==> src/rtl/serial_cla_subtractor.sv <==
// serial_cla_subtractor: multi-cycle subtractor computing diff = a - b - bin.
// One 4-bit carry-look-ahead slice (a + ~b + carry) is evaluated per clock,
// least-significant slice first. The slice carry-out is kept in a register
// and feeds the next slice.
// Handshakes: a transfer happens on a rising edge where valid and ready are
// both high. in_ready is high only in IDLE and out_valid only in DONE.
// Optional feature: define SUB_FLAGS_EN to add the registered zero/ovf outputs.
module serial_cla_subtractor #(
    parameter int WIDTH = 16
) (
    input  logic             clk,
    input  logic             rst,
    input  logic             in_valid,
    output logic             in_ready,
    input  logic [WIDTH-1:0] a,
    input  logic [WIDTH-1:0] b,
    input  logic             bin,
    output logic             out_valid,
    input  logic             out_ready,
    output logic [WIDTH-1:0] diff,
    output logic             bout
`ifdef SUB_FLAGS_EN
    ,
    output logic             zero,
    output logic             ovf
`endif
);

    localparam int N  = WIDTH / 4;
    localparam int CW = (N > 1) ? $clog2(N) : 1;

    // Reject widths that cannot be split into whole 4-bit slices.
    if ((WIDTH % 4) != 0 || WIDTH < 4) begin : g_bad_width
        $error("serial_cla_subtractor: WIDTH must be a positive multiple of 4");
    end

    typedef enum logic [1:0] {
        IDLE = 2'd0,
        RUN  = 2'd1,
        DONE = 2'd2
    } state_t;

    state_t          state_q, state_d;
    logic [CW-1:0]   cnt_q, cnt_d;
    logic [WIDTH-1:0] a_q, a_d;
    logic [WIDTH-1:0] b_q, b_d;
    logic            carry_q, carry_d;
    logic [WIDTH-1:0] diff_q, diff_d;
    logic            bout_q, bout_d;
`ifdef SUB_FLAGS_EN
    logic            zacc_q, zacc_d;
    logic            zero_q, zero_d;
    logic            ovf_q, ovf_d;
`endif

    logic [3:0] sl_a, sl_nb, sl_g, sl_p, sl_s;
    logic [4:0] sl_c;

    // Current slice: 4-bit carry-look-ahead adder on a + ~b + carry.
    always_comb begin
        sl_a  = a_q[{cnt_q, 2'b00} +: 4];
        sl_nb = ~b_q[{cnt_q, 2'b00} +: 4];
        sl_g  = sl_a & sl_nb;
        sl_p  = sl_a ^ sl_nb;
        sl_c[0] = carry_q;
        sl_c[1] = sl_g[0] | (sl_p[0] & sl_c[0]);
        sl_c[2] = sl_g[1] | (sl_p[1] & sl_g[0]) | (sl_p[1] & sl_p[0] & sl_c[0]);
        sl_c[3] = sl_g[2] | (sl_p[2] & sl_g[1]) | (sl_p[2] & sl_p[1] & sl_g[0])
                | (sl_p[2] & sl_p[1] & sl_p[0] & sl_c[0]);
        sl_c[4] = sl_g[3] | (sl_p[3] & sl_g[2]) | (sl_p[3] & sl_p[2] & sl_g[1])
                | (sl_p[3] & sl_p[2] & sl_p[1] & sl_g[0])
                | (sl_p[3] & sl_p[2] & sl_p[1] & sl_p[0] & sl_c[0]);
        sl_s = sl_p ^ sl_c[3:0];
    end

    // Next-state and datapath updates for the IDLE -> RUN -> DONE sequence.
    always_comb begin
        state_d = state_q;
        cnt_d   = cnt_q;
        a_d     = a_q;
        b_d     = b_q;
        carry_d = carry_q;
        diff_d  = diff_q;
        bout_d  = bout_q;
`ifdef SUB_FLAGS_EN
        zacc_d  = zacc_q;
        zero_d  = zero_q;
        ovf_d   = ovf_q;
`endif
        case (state_q)
            IDLE: begin
                if (in_valid) begin
                    a_d     = a;
                    b_d     = b;
                    carry_d = ~bin;
                    cnt_d   = '0;
                    state_d = RUN;
`ifdef SUB_FLAGS_EN
                    zacc_d  = 1'b1;
`endif
                end
            end
            RUN: begin
                diff_d[{cnt_q, 2'b00} +: 4] = sl_s;
                carry_d = sl_c[4];
`ifdef SUB_FLAGS_EN
                zacc_d  = zacc_q & (sl_s == 4'd0);
`endif
                if (cnt_q == CW'(N - 1)) begin
                    state_d = DONE;
                    // carry-out of a + ~b + ~bin is the inverse of borrow-out
                    bout_d  = ~sl_c[4];
`ifdef SUB_FLAGS_EN
                    zero_d  = zacc_q & (sl_s == 4'd0);
                    // last slice holds the MSB of the result
                    ovf_d   = (a_q[WIDTH-1] != b_q[WIDTH-1]) && (sl_s[3] != a_q[WIDTH-1]);
`endif
                end else begin
                    cnt_d = cnt_q + 1'b1;
                end
            end
            DONE: begin
                if (out_ready) begin
                    state_d = IDLE;
                end
            end
            default: begin
                state_d = IDLE;
            end
        endcase
    end

    // State and datapath registers with synchronous reset.
    always_ff @(posedge clk) begin
        if (rst) begin
            state_q <= IDLE;
            cnt_q   <= '0;
            a_q     <= '0;
            b_q     <= '0;
            carry_q <= 1'b0;
            diff_q  <= '0;
            bout_q  <= 1'b0;
`ifdef SUB_FLAGS_EN
            zacc_q  <= 1'b0;
            zero_q  <= 1'b0;
            ovf_q   <= 1'b0;
`endif
        end else begin
            state_q <= state_d;
            cnt_q   <= cnt_d;
            a_q     <= a_d;
            b_q     <= b_d;
            carry_q <= carry_d;
            diff_q  <= diff_d;
            bout_q  <= bout_d;
`ifdef SUB_FLAGS_EN
            zacc_q  <= zacc_d;
            zero_q  <= zero_d;
            ovf_q   <= ovf_d;
`endif
        end
    end

    assign in_ready  = (state_q == IDLE);
    assign out_valid = (state_q == DONE);
    assign diff      = diff_q;
    assign bout      = bout_q;
`ifdef SUB_FLAGS_EN
    assign zero      = zero_q;
    assign ovf       = ovf_q;
`endif

endmodule

==> config.mk <==
export PLATFORM = sky130hd
export DESIGN_NAME = serial_cla_subtractor
export DESIGN_NICKNAME = d
export VERILOG_FILES = /design/src/rtl/serial_cla_subtractor.sv
export SDC_FILE = /design/constraint.sdc
export NUM_CORES = 1
export LEC_CHECK = 0
export ABC_CLOCK_PERIOD_IN_PS = 4100
export CAP_MARGIN = 5
export CORE_MARGIN = 2
export CORE_UTILIZATION = 50
export CTS_CLUSTER_SIZE = 30
export DETAILED_ROUTE_END_ITERATION = 16
export DONT_BUFFER_PORTS = 1
export HOLD_SLACK_MARGIN = 0.02
export REMOVE_ABC_BUFFERS = 1
export SLEW_MARGIN = 5
export SYNTH_ARGS = -nofsm -noshare
export SYNTH_HDL_FRONTEND = slang
export SYNTH_SLANG_ARGS = --single-unit
==> constraint.sdc <==
create_clock -name clk -period 4.1 [get_ports clk]
set_input_delay 0.82 -clock clk [delete_from_list [all_inputs] [get_ports clk]]
set_output_delay 0.82 -clock clk [all_outputs]
set_load 0.02 [all_outputs]
==> impl_metrics.py <==
metrics = {
    "outcome": {
        "status": "complete, no violations",
    },
    "routing": {
        "final_antenna_net_count": 0,
        "vias": 1825,
        "drt-pass1-iter-count": 4,
        "drt-initial-drc-count": 76,
        "wire_per_inst_um": 14.6,
        "drc_errors": 0,
        "routed_wl_um": 4920,
        "vias_per_cell": 5.42,
    },
    "critical_path": {
        "worstSetupEndpoint": "diff[3]",
        "crit_path_start_kind": "register",
        "crit_start": "cnt_q[0]",
        "timing.rr.end": "diff[3]",
        "r2r_slack_ps": 1330,
        "criticalPathCategory": "reg -> reg",
        "cpMaxStageDelayCell": "dfxtp_1",
        "cp_top_family": "flip-flops",
        "slowest_delay_ps": 870,
        "cp_max_fo": 16,
        "arrival_ps": 2960,
        "crit_cells": 6,
        "cp_cell_sequence": "mux4_2, ha_1, a41o_1, a21oi_2, xnor2_1, o31ai_1",
        "required_ps": 4290,
        "worst-path-buf-inv": 0,
        "end_kind": "register",
        "rr_worst_depth": 6,
        "worst_r2r_startpoint": "cnt_q[0]",
    },
    "placed_design": {
        "place_ws_ps": 1310,
        "hpwl_um": 3410,
        "io_buffers": 0,
        "place_congestion": 0.823,
    },
    "finish": {
        "finalNetCount": 318,
        "drive_above_1_share": 0.0889,
        "num_antenna_cells": 0,
        "most-common-layout-cells": "nand2_1, dfxtp_1, a21oi_1",
        "num-fill-cells": 465,
        "layout_commonest_cell": "nand2_1",
        "synthToLayoutAreaGrowth_pct": 4.03,
    },
    "sta": {
        "fin_skew_ps": 3.59,
        "maxSlewHeadroom": 0.450,
        "fmax_ghz": 0.361,
        "final.setup.tns_ps": 0,
        "period_share": 0.675,
        "rsz0062_at_grt": "no",
        "worstMarginPinSlew_ps": 823,
        "slew_violations": 0,
        "period_needed_ps": 2770,
        "layout_setup_ws_ps": 1330,
        "final-setup-viol-count": 0,
        "finalHoldViolCount": 0,
    },
    "clock_network": {
        "cts_num_sinks": 54,
        "cts-buffers-inserted": 5,
        "cts-resized-gates": 0,
        "clk_latency_ps": 300,
        "clockBufferDepth": 2,
        "cts_setup_buffers": 0,
        "cts_root_buffer": "clkbuf_8",
        "hold_buffers": 0,
        "htree_levels": 2,
        "clkSlewWorstSetupHoldPaths_ps": 90,
        "cts_tree": "done",
    },
    "yosys": {
        "synth.avg_cell_area_um2": 8.86,
        "ys_seq_area_frac": 0.440,
        "ys_types": 37,
        "synth_edf_count": 0,
        "synthArstFlopShare": 0,
        "ys_seq_elements": 54,
        "synth.top_cell.area_share": 0.440,
        "synthCells": 277,
        "yosys_warnings": 0,
        "yosys.area.top_type": "dfxtp_1",
        "synth_top_cells_by_area": "dfxtp_1, nand2_1, a21oi_1",
        "synth_area_um2": 2450,
        "synth-main-ff-cell": "dfxtp_1",
    },
    "pwr": {
        "power.share.clock": 0.291,
        "comb_power_share": 0.154,
        "powerDensity_nw_per_um2": 408,
        "max-vdd-ir-drop_mv": 0.193,
        "swShare": 0.273,
        "p_int_uw": 757,
        "switchingPower_uw": 285,
        "leakagePower_nw": 0.960,
        "power_frac_seq": 0.555,
    },
    "die": {
        "dieArea_um2": 5490,
        "die_w_um": 74.1,
        "chipHeight_um": 74.1,
        "rows": 25,
        "initial_utilization": 0.520,
        "core_um2": 4720,
        "ios": 56,
    },
    "worst_hold_path": {
        "hp-class": "reg -> reg",
    },
    "global_routing": {
        "grt_pass1_vias": 1763,
        "antenna_found_initial": 0,
        "gr-usage-all-layers": 0.192,
        "grt_pass1_wl_um": 8090,
        "overflow": 0,
        "grt_max_degree": 56,
    },
    "flow_run": {
        "drv_cap": 0,
    },
}
==> worst min-delay path, stage by stage (launching register included) <==
cell	delay, ps
dfxtp_1	320
nand2_1	50
a21oi_1	50
==> synthesized netlist by cell type, types with 4 or more instances <==
library cell	instances
mux4_2	8
clkbuf_1	7
buf_2	4
a21oi_1	36
dfxtp_1	54
a2bb2oi_1	4
inv_1	12
buf_4	5
nand3_1	9
nand2_1	75
ha_1	11
o31ai_1	7
nor2_1	15
==> logic make-up (layout without fill, tap and decap cells) <==
logic type | after synthesis | count (layout) | synth area share
AND/OR/NAND/NOR | 113 | 113 | 0.205
flip-flops | 54 | 54 | 0.440
XOR/XNOR | 2 | 2 | 0.00714
buffers and inverters | 28 | 21 | 0.0525
multiplexers | 8 | 8 | 0.0734
adder cells (fa/ha/maj) | 12 | 12 | 0.0642
AO/OA/AOI/OAI | 60 | 60 | 0.157
==> registers in the layout, indices dropped and copies added, names as in the netlist <==
| signal | flops |
|---|---|
| cnt_q | 2 |
| a_q | 16 |
| carry_q | 1 |
| diff | 16 |
| b_q | 16 |
| bout | 1 |
| state_q | 2 |
==> through the flow <==
step	util	total power, mW	instance area, um^2	hold slack [ps]	std cells
after CTS	0.541	1.05	2550	453	337
after detailed placement	0.521	0.753	2460	440	329
after floorplan	-	0.711	2370	427	261
after global placement	0.521	0.751	2460	434	329
final	0.541	1.04	2550	449	337
after global routing	0.541	1.09	2550	474	337
==> area by class of cell <==
cell class	count	area, um^2	area share
Sequential cell	54	1080	0.423
Inverter	12	45.0	0.0176
Multi-Input combinational cell	195	1240	0.488
Tap cell	67	83.8	0.0328
Clock inverter	1	5.00	0.00196
Clock buffer	7	86.3	0.0338
Timing Repair Buffer	1	7.51	0.00294
==> power groups by stage <==
stage	Sequential [mW]	Combinational (mW)	Clock, mW
after floorplan	0.584	0.127	0
after global placement	0.591	0.160	0
after detailed placement	0.591	0.161	0
after CTS	0.579	0.162	0.313
after global routing	0.583	0.180	0.332
final	0.578	0.160	0.303
==> worst min-delay path by stage <==
| stage | from | end | slack, ps | cells after the start |
|---|---|---|---|---|
| detailed placement | a_q[7] | a_q[7] | 440 | 2 |
| floorplan | a_q[10] | a_q[10] | 430 | 2 |
| CTS | a_q[7] | a_q[7] | 450 | 2 |
| global route | a_q[3] | a_q[3] | 470 | 2 |
| global placement | b_q[0] | b_q[0] | 430 | 2 |
| finish | b_q[0] | b_q[0] | 450 | 2 |
==> metal layers <==
metal	part of all wire	GRT usage	vias up
li1	-	-	939
met1	0.49	0.245	830
met2	0.44	0.323	49
met3	0.054	0.0393	7
met4	0.013	0.0667	0
met5	0	0	-
Note: power is estimated with default switching activity, not from simulation.
